$ cat config.mk
export PLATFORM = sky130hd
export DESIGN_NAME = uart_tx_flow_flat
export DESIGN_NICKNAME = d
export VERILOG_FILES = /design/src/rtl/uart_tx_flow_if.sv /design/src/rtl/uart_tx_flow.sv /design/src/flat_wrapper.sv
export SDC_FILE = /design/constraint.sdc
export NUM_CORES = 1
export LEC_CHECK = 0
export CAP_MARGIN = 20
export CELL_PAD_IN_SITES_DETAIL_PLACEMENT = 0
export CELL_PAD_IN_SITES_GLOBAL_PLACEMENT = 1
export CORE_MARGIN = 5
export CORE_UTILIZATION = 35
export CTS_CLUSTER_SIZE = 12
export DETAILED_ROUTE_END_ITERATION = 16
export PLACE_DENSITY_LB_ADDON = 0.1
export REMOVE_ABC_BUFFERS = 1
export SYNTH_ARGS = -nofsm -noshare
export SYNTH_HDL_FRONTEND = slang
export SYNTH_SLANG_ARGS = --single-unit
export TNS_END_PERCENT = 100
$ cat constraint.sdc
create_clock -name clock -period 2.5 [get_ports clock]
set_input_delay 0.375 -clock clock [delete_from_list [all_inputs] [get_ports clock]]
set_output_delay 0.375 -clock clock [all_outputs]
set_load 0.1 [all_outputs]
$ cat src/rtl/uart_tx_flow_if.sv
// Host write port of the UART transmitter: write strobe, data and FIFO/status flags.
// No latency of its own; carries only wires between the host and the transmitter.
// The host must observe full before writing; writes while full are dropped and flagged.
interface uart_tx_flow_if #(
   parameter int DATA_WIDTH = 8
);
   logic                  wr_en;
   logic [DATA_WIDTH-1:0] wr_data;
   logic                  full;
   logic                  empty;
   logic                  overflow;
   logic                  busy;
   logic                  intrpt;

   modport master (
      output wr_en,
      output wr_data,
      input  full,
      input  empty,
      input  overflow,
      input  busy,
      input  intrpt
   );

   modport slave (
      input  wr_en,
      input  wr_data,
      output full,
      output empty,
      output overflow,
      output busy,
      output intrpt
   );
endinterface

$ cat src/rtl/uart_tx_flow.sv
// UART serial transmitter with a write FIFO and CTS flow control; optional parity via UART_TX_PARITY_EN.
// Latency: start bit appears 1 cycle after the first baud tick that follows a write (>=1 cycle later).
// Backpressure: writes while full are dropped and set sticky overflow; cts_n gates frame start only.
module uart_tx_flow #(
   parameter int DATA_WIDTH = 8,
   parameter int FIFO_DEPTH = 8
) (
   input  logic           clock,
   input  logic           reset,
   input  logic           baud_clk,
   uart_tx_flow_if.slave  host,
   input  logic           cfg_stop2,
   input  logic           cfg_parity_en,
   input  logic           cfg_parity_odd,
   input  logic           cts_n,
   output logic           txd
);
   localparam int PW = $clog2(FIFO_DEPTH);
   localparam int CW = PW + 1;
   localparam int BW = $clog2(DATA_WIDTH);
   localparam logic [BW-1:0] LAST_BIT = BW'(DATA_WIDTH - 1);

`ifdef UART_TX_PARITY_EN
   typedef enum logic [2:0] {
      IDLE   = 3'd0,
      START  = 3'd1,
      DATA   = 3'd2,
      PARITY = 3'd3,
      STOP   = 3'd4
   } state_t;
`else
   typedef enum logic [2:0] {
      IDLE   = 3'd0,
      START  = 3'd1,
      DATA   = 3'd2,
      STOP   = 3'd4
   } state_t;
`endif

   // write FIFO storage and bookkeeping
   logic [DATA_WIDTH-1:0] mem [FIFO_DEPTH];
   logic [PW-1:0]         wr_ptr;
   logic [PW-1:0]         rd_ptr;
   logic [CW-1:0]         count;
   logic                  overflow_q;
   logic                  fifo_full;
   logic                  fifo_empty;
   logic                  push;
   logic                  pop;
   logic [DATA_WIDTH-1:0] head;

   // transmitter state
   state_t                state_q, state_d;
   logic [DATA_WIDTH-1:0] shift_q, shift_d;
   logic [BW-1:0]         bit_cnt_q, bit_cnt_d;
   logic                  stop_cnt_q, stop_cnt_d;
   logic                  stop2_q;
   logic                  txd_q, txd_d;
   logic                  intrpt_q, intrpt_d;
   logic                  start_ok;

`ifdef UART_TX_PARITY_EN
   logic                  par_en_q;
   logic                  par_bit_q;
`else
   logic                  unused_parity_cfg;
   assign unused_parity_cfg = cfg_parity_en ^ cfg_parity_odd;
`endif

   // Flags come from the registered count, so a pop never frees room for a same-cycle write.
   assign fifo_full  = (count == CW'(FIFO_DEPTH));
   assign fifo_empty = (count == '0);
   assign push       = host.wr_en && !fifo_full;
   assign head       = mem[rd_ptr];
   assign start_ok   = !fifo_empty && !cts_n;

   assign host.full     = fifo_full;
   assign host.empty    = fifo_empty;
   assign host.overflow = overflow_q;
   assign host.busy     = (state_q != IDLE);
   assign host.intrpt   = intrpt_q;
   assign txd           = txd_q;

   // FIFO data array; contents need no reset because count gates every read
   always_ff @(posedge clock) begin
      if (push) begin
         mem[wr_ptr] <= host.wr_data;
      end
   end

   // FIFO pointers, occupancy and sticky overflow; reset flushes the queue
   always_ff @(posedge clock) begin
      if (reset) begin
         wr_ptr     <= '0;
         rd_ptr     <= '0;
         count      <= '0;
         overflow_q <= 1'b0;
      end else begin
         if (push) begin
            wr_ptr <= wr_ptr + PW'(1);
         end
         if (pop) begin
            rd_ptr <= rd_ptr + PW'(1);
         end
         case ({push, pop})
            2'b10:   count <= count + CW'(1);
            2'b01:   count <= count - CW'(1);
            default: count <= count;
         endcase
         if (host.wr_en && fifo_full) begin
            overflow_q <= 1'b1;
         end
      end
   end

   // state register; the frame config is captured together with the popped character
   always_ff @(posedge clock) begin
      if (reset) begin
         state_q    <= IDLE;
         shift_q    <= '0;
         bit_cnt_q  <= '0;
         stop_cnt_q <= 1'b0;
         stop2_q    <= 1'b0;
         txd_q      <= 1'b1;
         intrpt_q   <= 1'b0;
`ifdef UART_TX_PARITY_EN
         par_en_q   <= 1'b0;
         par_bit_q  <= 1'b0;
`endif
      end else begin
         state_q    <= state_d;
         bit_cnt_q  <= bit_cnt_d;
         stop_cnt_q <= stop_cnt_d;
         txd_q      <= txd_d;
         intrpt_q   <= intrpt_d;
         if (pop) begin
            shift_q   <= head;
            stop2_q   <= cfg_stop2;
`ifdef UART_TX_PARITY_EN
            par_en_q  <= cfg_parity_en;
            par_bit_q <= (^head) ^ cfg_parity_odd;
`endif
         end else begin
            shift_q <= shift_d;
         end
      end
   end

   // next state and next txd; txd_d is the level of the state being entered on this tick
   always_comb begin
      state_d    = state_q;
      shift_d    = shift_q;
      bit_cnt_d  = bit_cnt_q;
      stop_cnt_d = stop_cnt_q;
      txd_d      = txd_q;
      intrpt_d   = 1'b0;
      pop        = 1'b0;
      if (baud_clk) begin
         case (state_q)
            IDLE: begin
               if (start_ok) begin
                  state_d = START;
                  pop     = 1'b1;
                  txd_d   = 1'b0;
               end
            end
            START: begin
               state_d   = DATA;
               bit_cnt_d = '0;
               txd_d     = shift_q[0];
            end
            DATA: begin
               if (bit_cnt_q == LAST_BIT) begin
`ifdef UART_TX_PARITY_EN
                  if (par_en_q) begin
                     state_d = PARITY;
                     txd_d   = par_bit_q;
                  end else begin
                     state_d    = STOP;
                     stop_cnt_d = 1'b0;
                     txd_d      = 1'b1;
                  end
`else
                  state_d    = STOP;
                  stop_cnt_d = 1'b0;
                  txd_d      = 1'b1;
`endif
               end else begin
                  shift_d   = shift_q >> 1;
                  bit_cnt_d = bit_cnt_q + BW'(1);
                  txd_d     = shift_q[1];
               end
            end
`ifdef UART_TX_PARITY_EN
            PARITY: begin
               state_d    = STOP;
               stop_cnt_d = 1'b0;
               txd_d      = 1'b1;
            end
`endif
            STOP: begin
               if (stop2_q && !stop_cnt_q) begin
                  stop_cnt_d = 1'b1;
               end else if (start_ok) begin
                  // next frame follows with no idle gap
                  state_d = START;
                  pop     = 1'b1;
                  txd_d   = 1'b0;
               end else begin
                  state_d  = IDLE;
                  txd_d    = 1'b1;
                  intrpt_d = fifo_empty;
               end
            end
            default: begin
               state_d = IDLE;
               txd_d   = 1'b1;
            end
         endcase
      end
   end
endmodule
$ cat src/flat_wrapper.sv
// flat-port wrapper written by rule: the top's interface ports become plain ports
module uart_tx_flow_flat 
#(
   parameter int DATA_WIDTH = 8,
   parameter int FIFO_DEPTH = 8
)
  (clock, reset, baud_clk, cfg_stop2, cfg_parity_en, cfg_parity_odd, cts_n, txd, host_wr_en, host_wr_data, host_full, host_empty, host_overflow, host_busy, host_intrpt);
  uart_tx_flow_if #(.DATA_WIDTH(DATA_WIDTH)) host_i ();
  input  logic clock;
  input  logic reset;
  input  logic baud_clk;
  input  logic cfg_stop2;
  input  logic cfg_parity_en;
  input  logic cfg_parity_odd;
  input  logic cts_n;
  output logic txd;
  input wire logic [$bits(host_i.wr_en)-1:0] host_wr_en;
  input wire logic [$bits(host_i.wr_data)-1:0] host_wr_data;
  output wire logic [$bits(host_i.full)-1:0] host_full;
  output wire logic [$bits(host_i.empty)-1:0] host_empty;
  output wire logic [$bits(host_i.overflow)-1:0] host_overflow;
  output wire logic [$bits(host_i.busy)-1:0] host_busy;
  output wire logic [$bits(host_i.intrpt)-1:0] host_intrpt;
  assign host_i.wr_en = host_wr_en;
  assign host_i.wr_data = host_wr_data;
  assign host_full = host_i.full;
  assign host_empty = host_i.empty;
  assign host_overflow = host_i.overflow;
  assign host_busy = host_i.busy;
  assign host_intrpt = host_i.intrpt;
  uart_tx_flow #(.DATA_WIDTH(DATA_WIDTH), .FIFO_DEPTH(FIFO_DEPTH)) u_core (.clock(clock), .reset(reset), .baud_clk(baud_clk), .host(host_i), .cfg_stop2(cfg_stop2), .cfg_parity_en(cfg_parity_en), .cfg_parity_odd(cfg_parity_odd), .cts_n(cts_n), .txd(txd));
endmodule
==> results.py <==
metrics = {
    "run_status": {
        "outcome": "finished clean",
    },
    "placed_design": {
        "gp_congestion": 0.752,
        "hpwlAfterDp_um": 5060,
        "preCtsSetupSlack_ns": -0.471,
        "numPortBuffers": 19,
    },
    "grt": {
        "grt_max_degree": 23,
        "overflow": 0,
        "antenna_found_initial": 0,
        "grt_pass1_wl_um": 12900,
        "grt_usage_pct": 12.8,
        "grt_pass1_vias": 2373,
    },
    "die": {
        "ioPinCount": 22,
        "start_util_pct": 36.1,
        "dieArea_mm2": 0.0135,
        "core_mm2": 0.0110,
        "die_w_um": 116,
        "row_count": 38,
        "die_height_um": 116,
    },
    "synth": {
        "syn_avg_cell_area_um2": 14.5,
        "async_reset_ff_share_pct": 0,
        "synth.top_cell.area_share_pct": 48.5,
        "synthesis.area_mm2": 0.00396,
        "ys_types": 42,
        "yosysTopAreaCell": "edfxtp_1",
        "ys_top_cells_by_area": "edfxtp_1 (49%), dfxtp_1 (16%), mux4_2 (9.1%), a211oi_1 (3.4%), mux2i_1 (2.5%)",
        "ys_seq_area_share_pct": 64.7,
        "synth_top_flop_cell": "edfxtp_1",
        "ys_ff_latch": 96,
        "synth_enable_flop_cells": 64,
        "netlist_instances": 273,
        "yosys_warnings": 0,
    },
    "final_layout": {
        "syn_to_final_growth_pct": 22.6,
        "post-route-util_pct": 44.2,
        "antenna_cells": 0,
        "drive_above_1_share_pct": 24.9,
        "nets": 340,
        "fillers": 1014,
    },
    "timing": {
        "rsz0062_at_grt": "yes",
        "fin_worst_skew_ns": 0.00590,
        "worst_pin_slew_ns": 0.927,
        "hold_ws_ns": 0.472,
        "hold_viol_final": 0,
        "slew_viol_final": 0,
        "final.setup.tns_ns": 0,
        "setup_viol_count_final": 0,
        "clock.fmax_mhz": 416,
        "post-route-period-util_pct": 96.3,
        "maxSlewHeadroom_pct": 37.9,
        "setup_ws_ns": 0.0935,
        "fin_crit_ns": 2.41,
    },
    "drt": {
        "wl_um": 7820,
        "ant_nets": 0,
        "wire_per_inst_um": 17.0,
        "firstDrtPassIters": 4,
        "drtIter0Drc": 88,
        "vias": 2348,
        "drc_errors": 0,
        "via_per_inst": 5.09,
    },
    "setup_path": {
        "critical_path_class": "reg -> reg",
        "r2r_slack_ns": 0.09,
        "crit_path_top_delay_cell": "or4_4",
        "ff2ff_path_depth": 10,
        "cp.required_ns": 2.77,
        "crit_arrival_ns": 2.68,
        "reg2reg_to": "u_core.count[2]$_SDFFE_PP0P_",
        "start_kind": "register",
        "cp-end-kind": "register",
        "max_stage_delay_ns": 0.45,
        "r2r_start": "u_core.state_q[0]$_SDFFE_PP0P_",
        "critical-path-top-delay-family": "simple AND/OR/NAND/NOR gates",
        "critPathMaxFanout": 2,
        "path_buf_inv": 1,
        "crit_chain": "or3b_4 > or4_4 > inv_4 > ha_4 > xor2_1 > ha_2 > a21oi_1 > xor2_1 > or3_1 > a21oi_1",
    },
    "pwr": {
        "ir_drop_v": 0.000375,
        "power_mw": 4.35,
        "leakage_nw": 1.72,
        "power_density_mw_per_mm2": 896,
    },
    "clock_tree": {
        "clock_path_buffers": 2,
        "clkTransAtPathRegs_ns": 0.07,
        "holdBufCountCts": 0,
        "cts_buffers": 9,
        "cts.sinks": 96,
        "root_buffer": "clkbuf_16",
        "htreeDepth": 3,
        "cts_tree": "built",
        "insertion_delay_ns": 0.34,
        "post_cts_buffers": 0,
    },
    "worst_hold_path": {
        "min_from": "u_core.bit_cnt_q[1]$_SDFFE_PP0P_",
        "min_path_type": "reg -> reg",
        "worstHoldPathCells": 2,
        "min_to": "u_core.bit_cnt_q[1]$_SDFFE_PP0P_",
    },
    "flow_run": {
        "cap_violations": 0,
    },
}
[Yosys cell counts, drive strengths merged, types with 2 or more instances]
master and n:
a211oi 18, a21oi 13, a31oi 2, buf 8, clkbuf 8, dfxtp 32
edfxtp 64, ha 7, inv 9, mux2 2, mux2i 10, mux4 16
nand2 7, nand2b 6, nand3 6, nand3b 3, nor2 16, nor2b 9
nor3 5, nor4 3, o21ai 3, o22ai 2, or3 3, or3b 2
xor2 6
[stage by stage]
stage / cell area (um2) / instances
global route: 4860 / 461
global placement: 4510 / 446
detailed placement: 4510 / 446
CTS: 4850 / 461
finish: 4860 / 461
floorplan: 3890 / 257
[cell usage in the layout, fill, tap and decap left out, drive strengths merged, types with 9 or more instances in the layout]
master | Yosys | layout
edfxtp | 64 | 64
buf | 8 | 36
dfxtp | 32 | 32
a211oi | 18 | 18
nor2 | 16 | 16
mux4 | 16 | 16
a21oi | 13 | 13
inv | 9 | 13
clkdlybuf4s50 | 0 | 12
mux2i | 10 | 10
nor2b | 9 | 9
clkbuf | 8 | 9
[where the power goes]
part           internal (mW)  total, mW  leakage [nW]  switching, mW
clock                  0.888       1.48         0.159          0.590
sequential              1.81       1.87         0.841         0.0669
combinational          0.442      0.997         0.720          0.555
total                   3.14       4.35          1.72           1.21
[how the worst max path moves through the flow]
stage	from	to	slack [ns]	depth (start not counted)
after floorplan	u_core.count[1]$_SDFFE_PP0P_	u_core.count[2]$_SDFFE_PP0P_	-1.85	10
after global placement	baud_clk	u_core.count[2]$_SDFFE_PP0P_	-0.45	11
after detailed placement	baud_clk	u_core.count[2]$_SDFFE_PP0P_	-0.47	11
after CTS	u_core.state_q[0]$_SDFFE_PP0P_	u_core.count[2]$_SDFFE_PP0P_	0.01	10
after global routing	u_core.state_q[0]$_SDFFE_PP0P_	u_core.count[2]$_SDFFE_PP0P_	-0.04	10
final	u_core.state_q[0]$_SDFFE_PP0P_	u_core.count[2]$_SDFFE_PP0P_	0.09	10
[worst reg2reg max path: stages, from the launching register on]
cell and delay, ns:
dfxtp_1 0.31, or3b_4 0.39, or4_4 0.45, inv_4 0.09
ha_4 0.13, xor2_1 0.15, ha_2 0.18, a21oi_1 0.04
xor2_1 0.15, or3_1 0.31, a21oi_1 0.13
[state kept, by name, indices dropped and copies added, names as in the netlist, named ones only]
register and flops:
u_core.rd_ptr 3, u_core.bit_cnt_q 3, u_core.state_q 3, u_core.stop_cnt_q 1
u_core.txd 1, u_core.host.intrpt 1, u_core.shift_q 8, u_core.wr_ptr 3
u_core.stop2_q 1, u_core.count 4, u_core.mem 64, u_core.host.overflow 1
[cells by family after synthesis]
family	synth area share (%)
AO/OA/AOI/OAI	7.49
multiplexers	12.2
XOR/XNOR	1.33
adder cells (fa/ha/maj)	2.21
buffers and inverters	2.75
flip-flops	64.7
AND/OR/NAND/NOR	9.35
[layer usage]
metal	up-vias	wire (um)	GRT usage (%)
met5	-	0	0
met4	0	131	6.26
met3	10	165	2.54
met2	36	3490	18.7
met1	1168	4030	18.2
li1	1134	-	-
[timing repair]
item	CTS	global route
pin swaps	5	4
endpoints found under the setup margin	2	2
cloned	0	0
resized for setup	10	1
[final cells by class]
| class | count | area (um2) | share of cell area (%) |
|---|---|---|---|
| Clock inverter | 6 | 97.6 | 2.01 |
| Multi-Input combinational cell | 152 | 1320 | 27.2 |
| Tap cell | 140 | 175 | 3.61 |
| Sequential cell | 96 | 2560 | 52.8 |
| Inverter | 9 | 36.3 | 0.747 |
| Clock buffer | 9 | 225 | 4.64 |
| Timing Repair Buffer | 49 | 437 | 8.99 |
Power figures use the tool's default switching activity.
